File: src/rtl/bomberman_key_decoder.sv
// bomberman_key_decoder: turns the raw two-slot USB keycode word into
// per-player, frame-aligned move and bomb commands.
//
// Ports:
//   Clk, Reset_n             system clock, async active-low reset
//   Frame_Clk                VGA_VS, asynchronous to Clk
//   Keycode[15:0]            slot 1 in [15:8], slot 0 in [7:0], 0x00 = empty
//   Game_Enable              high while the game is in play
//   Frame_Tick               one-cycle pulse per VS falling edge
//   Move_Valid_x, Dir_x      move pulse and direction (00 dn, 01 up, 10 lt, 11 rt)
//   Bomb_Req_x               bomb pulse, once per press
module bomberman_key_decoder #(
    parameter int unsigned MOVE_PERIOD = 4
) (
    input  logic        Clk,
    input  logic        Reset_n,
    input  logic        Frame_Clk,
    input  logic [15:0] Keycode,
    input  logic        Game_Enable,
    output logic        Frame_Tick,
    output logic        Move_Valid_1,
    output logic        Move_Valid_2,
    output logic [1:0]  Dir_1,
    output logic [1:0]  Dir_2,
    output logic        Bomb_Req_1,
    output logic        Bomb_Req_2
);

    localparam logic [3:0] RELOAD = 4'(MOVE_PERIOD - 1);

    typedef enum logic {IDLE, HELD} state_t;

    // Per-slot decode result packed as {dir_valid, dir[1:0], bomb}
    function automatic logic [3:0] dec(input logic [7:0] c, input logic p);
        logic [3:0] r;
        r = 4'b0000;
        if (!p) begin
            case (c)
                8'h1A:   r = {1'b1, 2'b01, 1'b0};
                8'h16:   r = {1'b1, 2'b00, 1'b0};
                8'h04:   r = {1'b1, 2'b10, 1'b0};
                8'h07:   r = {1'b1, 2'b11, 1'b0};
                8'h2C:   r = {1'b0, 2'b00, 1'b1};
                default: r = 4'b0000;
            endcase
        end else begin
            case (c)
                8'h52:   r = {1'b1, 2'b01, 1'b0};
                8'h51:   r = {1'b1, 2'b00, 1'b0};
                8'h50:   r = {1'b1, 2'b10, 1'b0};
                8'h4F:   r = {1'b1, 2'b11, 1'b0};
                8'h28:   r = {1'b0, 2'b00, 1'b1};
                default: r = 4'b0000;
            endcase
        end
        return r;
    endfunction

    logic        r_vs_s1;
    logic        r_vs_s2;
    logic        r_vs_d;
    logic        r_tick;
    logic [15:0] r_kc_q;

    state_t          r_state [2];
    logic [1:0][3:0] r_cnt;
    logic [1:0]      r_bprev;
    logic [1:0]      r_move;
    logic [1:0]      r_bomb;
    logic [1:0][1:0] r_dir;

    logic [1:0][3:0] w_slot0;
    logic [1:0][3:0] w_slot1;
    logic [1:0]      w_dv;
    logic [1:0][1:0] w_dh;
    logic [1:0]      w_bh;

    state_t          w_state_nx [2];
    logic [1:0][3:0] w_cnt_nx;
    logic [1:0]      w_bprev_nx;
    logic [1:0]      w_move_nx;
    logic [1:0]      w_bomb_nx;
    logic [1:0][1:0] w_dir_nx;

    // Sync flops idle high so release never looks like a VS fall
    always_ff @(posedge Clk or negedge Reset_n) begin
        if (!Reset_n) begin
            r_vs_s1 <= 1'b1;
            r_vs_s2 <= 1'b1;
            r_vs_d  <= 1'b1;
            r_tick  <= 1'b0;
            r_kc_q  <= 16'h0000;
        end else begin
            r_vs_s1 <= Frame_Clk;
            r_vs_s2 <= r_vs_s1;
            r_vs_d  <= r_vs_s2;
            r_tick  <= r_vs_d & ~r_vs_s2;
            r_kc_q  <= Keycode;
        end
    end

    // Slot 0 takes priority when both slots hold a direction
    always_comb begin
        w_slot0 = '0;
        w_slot1 = '0;
        w_dv    = '0;
        w_dh    = '0;
        w_bh    = '0;
        for (int p = 0; p < 2; p++) begin
            w_slot0[p] = dec(r_kc_q[7:0], 1'(p));
            w_slot1[p] = dec(r_kc_q[15:8], 1'(p));
            w_dv[p]    = w_slot0[p][3] | w_slot1[p][3];
            w_dh[p]    = w_slot0[p][3] ? w_slot0[p][2:1] : w_slot1[p][2:1];
            w_bh[p]    = w_slot0[p][0] | w_slot1[p][0];
        end
    end

    always_ff @(posedge Clk or negedge Reset_n) begin
        if (!Reset_n) begin
            for (int p = 0; p < 2; p++) begin
                r_state[p] <= IDLE;
            end
            r_cnt   <= '0;
            r_bprev <= 2'b11;
            r_move  <= 2'b00;
            r_bomb  <= 2'b00;
            r_dir   <= '0;
        end else begin
            for (int p = 0; p < 2; p++) begin
                r_state[p] <= w_state_nx[p];
            end
            r_cnt   <= w_cnt_nx;
            r_bprev <= w_bprev_nx;
            r_move  <= w_move_nx;
            r_bomb  <= w_bomb_nx;
            r_dir   <= w_dir_nx;
        end
    end

    // While HELD, r_dir is the direction being held
    always_comb begin
        for (int p = 0; p < 2; p++) begin
            w_state_nx[p] = r_state[p];
        end
        w_cnt_nx   = r_cnt;
        w_bprev_nx = r_bprev;
        for (int p = 0; p < 2; p++) begin
            if (!Game_Enable) begin
                w_state_nx[p] = IDLE;
                w_cnt_nx[p]   = 4'd0;
                w_bprev_nx[p] = 1'b1;
            end else if (r_tick) begin
                w_bprev_nx[p] = w_bh[p];
                case (r_state[p])
                    IDLE: begin
                        if (w_dv[p]) begin
                            w_state_nx[p] = HELD;
                            w_cnt_nx[p]   = RELOAD;
                        end
                    end
                    HELD: begin
                        if (!w_dv[p]) begin
                            w_state_nx[p] = IDLE;
                        end else if (w_dh[p] != r_dir[p]) begin
                            w_cnt_nx[p] = RELOAD;
                        end else if (r_cnt[p] == 4'd0) begin
                            w_cnt_nx[p] = RELOAD;
                        end else begin
                            w_cnt_nx[p] = r_cnt[p] - 4'd1;
                        end
                    end
                    default: w_state_nx[p] = IDLE;
                endcase
            end
        end
    end

    always_comb begin
        w_move_nx = 2'b00;
        w_bomb_nx = 2'b00;
        w_dir_nx  = r_dir;
        for (int p = 0; p < 2; p++) begin
            if (Game_Enable && r_tick) begin
                w_bomb_nx[p] = w_bh[p] & ~r_bprev[p];
                if (w_dv[p]) begin
                    if (r_state[p] == IDLE || w_dh[p] != r_dir[p]
                        || r_cnt[p] == 4'd0) begin
                        w_move_nx[p] = 1'b1;
                        w_dir_nx[p]  = w_dh[p];
                    end
                end
            end
        end
    end

    assign Frame_Tick   = r_tick;
    assign Move_Valid_1 = r_move[0];
    assign Move_Valid_2 = r_move[1];
    assign Dir_1        = r_dir[0];
    assign Dir_2        = r_dir[1];
    assign Bomb_Req_1   = r_bomb[0];
    assign Bomb_Req_2   = r_bomb[1];

endmodule

File: config.mk
export PLATFORM = sky130hd
export DESIGN_NAME = bomberman_key_decoder
export DESIGN_NICKNAME = d
export VERILOG_FILES = /design/src/rtl/bomberman_key_decoder.sv
export SDC_FILE = /design/constraint.sdc
export NUM_CORES = 1
export LEC_CHECK = 0
export BUFFER_PORTS_ARGS = -buffer_cell sky130_fd_sc_hd__buf_4
export CORE_UTILIZATION = 60
export CTS_CLUSTER_SIZE = 12
export DETAILED_ROUTE_END_ITERATION = 10
export PLACE_DENSITY = 0.83
export SYNTH_ARGS = -nofsm -noshare
export SYNTH_HDL_FRONTEND = slang
export SYNTH_SLANG_ARGS = --single-unit
export TNS_END_PERCENT = 50
File: constraint.sdc
create_clock -name Clk -period 4.9 [get_ports Clk]
set_input_delay 0.49 -clock Clk [delete_from_list [all_inputs] [get_ports Clk]]
set_output_delay 0.49 -clock Clk [all_outputs]
set_load 0.03 [all_outputs]
* Yosys cells after proc, flatten, opt, wreduce, memory -nomap -nowiden
Cells that the tools add are included.
** Operators by class
- Add/subtract/negate cells :: 2
- Eq/ne operators :: 27
- Multiplexer cells :: 38
- Bitwise logic cells :: 12
- Reductions and logical operators :: 11
** Operators by type and width (number)
- $pmux W4 S5 :: 4
- $eq A8 B7 Y1 const B :: 8
- $mux W4 :: 12
- $eq A8 B3 Y1 const B :: 4
- $eq A8 B5 Y1 const B :: 4
- $eq A8 B6 Y1 const B :: 4
- $mux W1 :: 18
- $pmux W4 S2 :: 2
- $reduce_and A3 Y1 :: 4
- $logic_not A4 Y1 :: 2
- $sub A4 B1 Y4 const B :: 2
- $ne A3 B2 Y1 const B :: 2
- $ne A3 B3 Y1 const B :: 2
- $not A1 Y1 :: 5
- $logic_or A1 B1 Y1 :: 4
- $mux W2 :: 2
- $ne A2 B2 Y1 :: 2
- $or A1 B1 Y1 :: 4
- $and A1 B1 Y1 :: 3
- $ne A2 B1 Y1 const B :: 1
- $logic_and A1 B1 Y1 :: 1
** Storage, ports and cells
- Register bits after elaboration :: 40
- Input port bits :: 20
- Logic and storage cells :: 104

* Logic depth before layout (Yosys ltp)
- Depth after elaboration :: 9
- Gate-level depth with buffers :: 7
- Mapped depth without buffers :: 6

* Least setup slack after synthesis
No wires, ideal clock.
- Path type :: register -> register
- From :: register r_kc_q[12]
- To :: register r_cnt[3] (netlist name)
- Library setup time :: 120 ps
- Data arrival time :: 2095 ps
- Setup slack :: 2685 ps
- Stages on the path, launching flop included :: 7
- Buffers on the path :: 0
- Path through :: dfrtp_1 or4_4 nor4_4 o311ai_1 a221o_1 and4_4 a41o_1
** Between the ends
- Longest elaborated chain between the ends :: 9
** Ends and longest elaborated chain
- from (decl) :: RTL line 63 : logic [15:0] r_kc_q;
- from (signal assigned) :: RTL line 98 : r_kc_q <= Keycode;
- $eq A8 B6 Y1 (tied with other cells) :: RTL line 38 : case (c)
- $pmux W4 S5 (*) :: RTL line 38
- $mux W2 :: RTL line 113 : w_dh[p] = w_slot0[p][3] ? w_slot0[p][2:1] : w_slot1[p][2:1];
- $ne A2 B2 Y1 :: RTL line 164 : end else if (w_dh[p] != r_dir[p]) begin
- $mux W4 :: RTL line 164
- $mux W4 :: RTL line 162 : if (!w_dv[p]) begin
- $pmux W4 S2 :: RTL line 154 : case (r_state[p])
- $mux W4 :: RTL line 152 : end else if (r_tick) begin
- $mux W4 :: RTL line 148 : if (!Game_Enable) begin
- to (signal assigned) :: RTL line 132 : r_cnt <= w_cnt_nx;
- to (decl) :: RTL line 66 : logic [1:0][3:0] r_cnt;
Every way passes the cells marked *; elsewhere a longest branch is shown, timed or not. The select of a mux whose other input is x is not followed.
A chain may end at the register's enable or synchronous reset.

* Worst setup path after layout
Ends and elaborated chain as after synthesis.

==> flow_summary_export.csv <==
group,metric,value,unit
global_routing,grt_pass1_vias,1559,
place,io_buffers,28,
timing,fin_skew,6.80,ps
timing,worstMarginPinSlew,607,ps
synth,synthFlopType,"dfrtp_1",
synth,synth_nets,216,
power,p_leak,1.02,nW
timing,relSlewSlack,59.4,%
floorplanning,initial_core_util,64.9,%
routing,initialDrtViolationCount,112,
floorplanning,core-area,3130,um^2
timing,slew_viol_final,0,
global_routing,antenna_found_initial,0,
synth,async_reset_ff_share,100,%
clocking,cts_buffers,5,
critical_path,max_stage_delay,580,ps
critical_path,crit_fanout,5,
synth,netlist_top_cells_area,"dfrtp_1, dfstp_2, xor2_1",
power,powerDensity,277,nW/um^2
status,status,"complete, no violations",
clocking,htreeDepth,2,
timing,holdWs,83.4,ps
global_routing,grtUsageMet1,28.7,%
routing,wl,3910,um
critical_path,crit_required,5150,ps
critical_path,endpoint_kind,"flop",
clocking,clk_pin_slew,120,ps
timing,min_period,2440,ps
place,place.gp.congestion,0.815,
timing,finalSetupViolations,0,
critical_path,r2r_start,"r_kc_q[12]$_DFF_PN0_",
clocking,cts.path.max_buffers,2,
synth,synth.cell_area,2030,um^2
layout,fin_nets,245,
job,max-cap-violations,0,
power,seqPwrFrac,56.1,%
clocking,cts_tree,"done",
clocking,cts_num_sinks,40,
layout,fillCellCount,229,
synth,yosys_warnings,0,
global_routing,grt_pass1_wl,6660,um
floorplanning,ios,29,
synth,ys_types,58,
floorplanning,die_w,60.2,um
routing,drc,0,
timing,rsz0062_at_grt,"false",
clocking,cts-resized-gates,0,
global_routing,grtUsageTotal,25.3,%
critical_path,r2r-end,"r_cnt[3]$_DFFE_PN0P_",
synth,yosysSeqAreaShare,49.6,%
synth,synth_edf_count,0,
place,post-dp-hpwl,2930,um
global_routing,overflow,0,
critical_path,path_buf_inv,0,
clocking,postCtsSetupBuffers,0,
routing,route.vias.total,1591,
global_routing,use_met2,45.1,%
power,power.switching,165,uW
critical_path,cp.arrival,2680,ps
global_routing,busiest_layer,"met2",
synth,netlist.top_cell.by_area,"dfrtp_1",
power,p_sw_share,25.4,%
critical_path,cp_top_family,"simple AND/OR/NAND/NOR gates",
layout,areaGrowthSynthToFinish,15.8,%
routing,routedWlPerCell,14.7,um
critical_path,regToRegSetupSlack,2460,ps
clocking,clock_latency,350,ps
timing,finalCritPeriodShare,49.7,%
critical_path,start_kind,"flop",
timing,final_hold_viol_count,0,
timing,fmax,411,MHz
synth,avgSynthCellArea,10.6,um^2
power,internal-power,485,uW
worst_hold_path,holdCritPathClass,"input pin to asynchronous set/reset pin",
layout,n_antenna_cell,0,
power,ir_drop,209,uV
routing,viasPerCell,5.98,
critical_path,cp_cell_sequence,"or4_4, nor4_4, o311ai_1, a221o_1, and4_4, a41o_1",
layout,drive_gt1_share,24.3,%
clocking,cts-root-buf,"clkbuf_4",
routing,drt_pass1_iterations,4,
timing,setup_tns,0,ps
floorplanning,die-area,3620,um^2
synth,synth_top_cell_area_share,43.2,%
power,combPwrFrac,10.8,%
critical_path,startpoint,"r_kc_q[12]$_DFF_PN0_",
power,pwr-share-clk,33.1,%
clocking,holdBufCountCts,0,
global_routing,grt_max_degree,41,
critical_path,crit_slowest_cell,"or4_4",
synth,synth-seq-cells,40,
synth,synthCells,192,
global_routing,met3_usage,4.76,%
critical_path,critPathKind,"flop to flop",
floorplanning,die_y,60.2,um
critical_path,ff2ff_path_depth,6,
floorplanning,core.rowCount,20,
routing,ant_nets,0,
[synthesized netlist by cell type, types with 2 or more instances]
| master | number |
|---|---|
| dfrtp_1 | 35 |
| nor2_1 | 15 |
| nand2_1 | 12 |
| inv_1 | 8 |
| nand3_1 | 8 |
| nor3_1 | 8 |
| xor2_1 | 7 |
| o21ai_0 | 6 |
| dfstp_2 | 5 |
| nand2b_1 | 5 |
| a21oi_1 | 4 |
| and3_1 | 4 |
| clkbuf_1 | 4 |
| ha_1 | 4 |
| a211oi_1 | 3 |
| and2_1 | 3 |
| nor2b_1 | 3 |
| nor3b_1 | 3 |
| o22ai_1 | 3 |
| a21boi_0 | 2 |
| a31oi_1 | 2 |
| a41o_1 | 2 |
| buf_2 | 2 |
| mux2i_1 | 2 |
| nand4b_1 | 2 |
| nor4_1 | 2 |
| nor4b_1 | 2 |
| o21a_1 | 2 |
| o2bb2ai_1 | 2 |
| or3b_2 | 2 |
| or4_1 | 2 |
| xnor2_1 | 2 |
[placed cells by master (no fill, tap or decap), types with 3 or more instances in the layout]
| cell | count |
|---|---|
| o21ai_0 | 6 |
| nor3_1 | 8 |
| inv_1 | 8 |
| nor3b_1 | 3 |
| o22ai_1 | 3 |
| nand2_1 | 12 |
| a211oi_1 | 3 |
| and3_1 | 4 |
| nor2_1 | 15 |
| xor2_1 | 7 |
| nor2b_1 | 3 |
| a21oi_1 | 4 |
| clkbuf_4 | 5 |
| dfrtp_1 | 35 |
| dfstp_2 | 5 |
| nand2b_1 | 5 |
| and2_1 | 3 |
| ha_1 | 4 |
| buf_4 | 28 |
| nand3_1 | 8 |
[stage by stage]
step                instances  instance area (um^2)  setup WS (ps)  power [mW]  util (%)
finish                    266                  2350           2460       0.650      75.1
global route              266                  2350           2280       0.675      75.1
CTS                       266                  2350           2470       0.654      75.1
detailed placement        258                  2270           2480       0.442      72.6
global placement          258                  2270           2590       0.437      72.6
floorplan                 192                  2030           2680       0.408         -
[worst max path at each step]
stage,endpoint,slack [ps],cells after the start
CTS,r_cnt[3]$_DFFE_PN0P_,2470,6
detailed placement,r_cnt[3]$_DFFE_PN0P_,2480,6
floorplan,r_cnt[3]$_DFFE_PN0P_,2680,6
global placement,r_cnt[3]$_DFFE_PN0P_,2590,6
global route,r_cnt[7]$_DFFE_PN0P_,2280,6
finish,r_cnt[3]$_DFFE_PN0P_,2460,6
[state kept, by name (all words and copies together) (netlist names), 2 cells and up]
name / cells
r_state: 2
r_bomb: 2
r_kc_q: 16
Dir_2: 2
r_cnt: 8
r_move: 2
r_bprev: 2
Dir_1: 2
[per-layer routing]
metal / part of all wire, % / wire length, um
met1: 41 / 1600
met2: 53 / 2080
met3: 3.5 / 137
met4: 2.4 / 93
met5: 0 / 0
[area by class of cell]
type | instances | area, um^2 | share of cell area (%)
sequential | 40 | 1010 | 42.9
multi-input combinational | 138 | 967 | 41.2
timing repair buffer | 28 | 210 | 8.95
tap | 44 | 55.1 | 2.34
clock inverter | 3 | 42.5 | 1.81
clock buffer | 5 | 37.5 | 1.60
inverter | 8 | 30.0 | 1.28
[power by group through the flow]
| stage | logic (mW) | clock network [mW] | registers, mW |
|---|---|---|---|
| 3_3_place_gp | 0.0683 | 0 | 0.369 |
| 6_report | 0.0703 | 0.215 | 0.365 |
| 2_1_floorplan | 0.0367 | 0 | 0.372 |
| 5_1_grt | 0.0774 | 0.230 | 0.368 |
| 3_5_place_dp | 0.0708 | 0 | 0.371 |
| 4_1_cts | 0.0710 | 0.219 | 0.364 |
[kinds of logic after synthesis]
family / share of synthesized area [%]
AND/OR/NAND/NOR: 24.6
AO/OA/AOI/OAI: 15.2
flip-flops: 49.6
buffers and inverters: 2.71
XOR/XNOR: 3.88
adder cells (fa/ha/maj): 2.47
multiplexers: 1.54
Power figures use the tool's default switching activity.
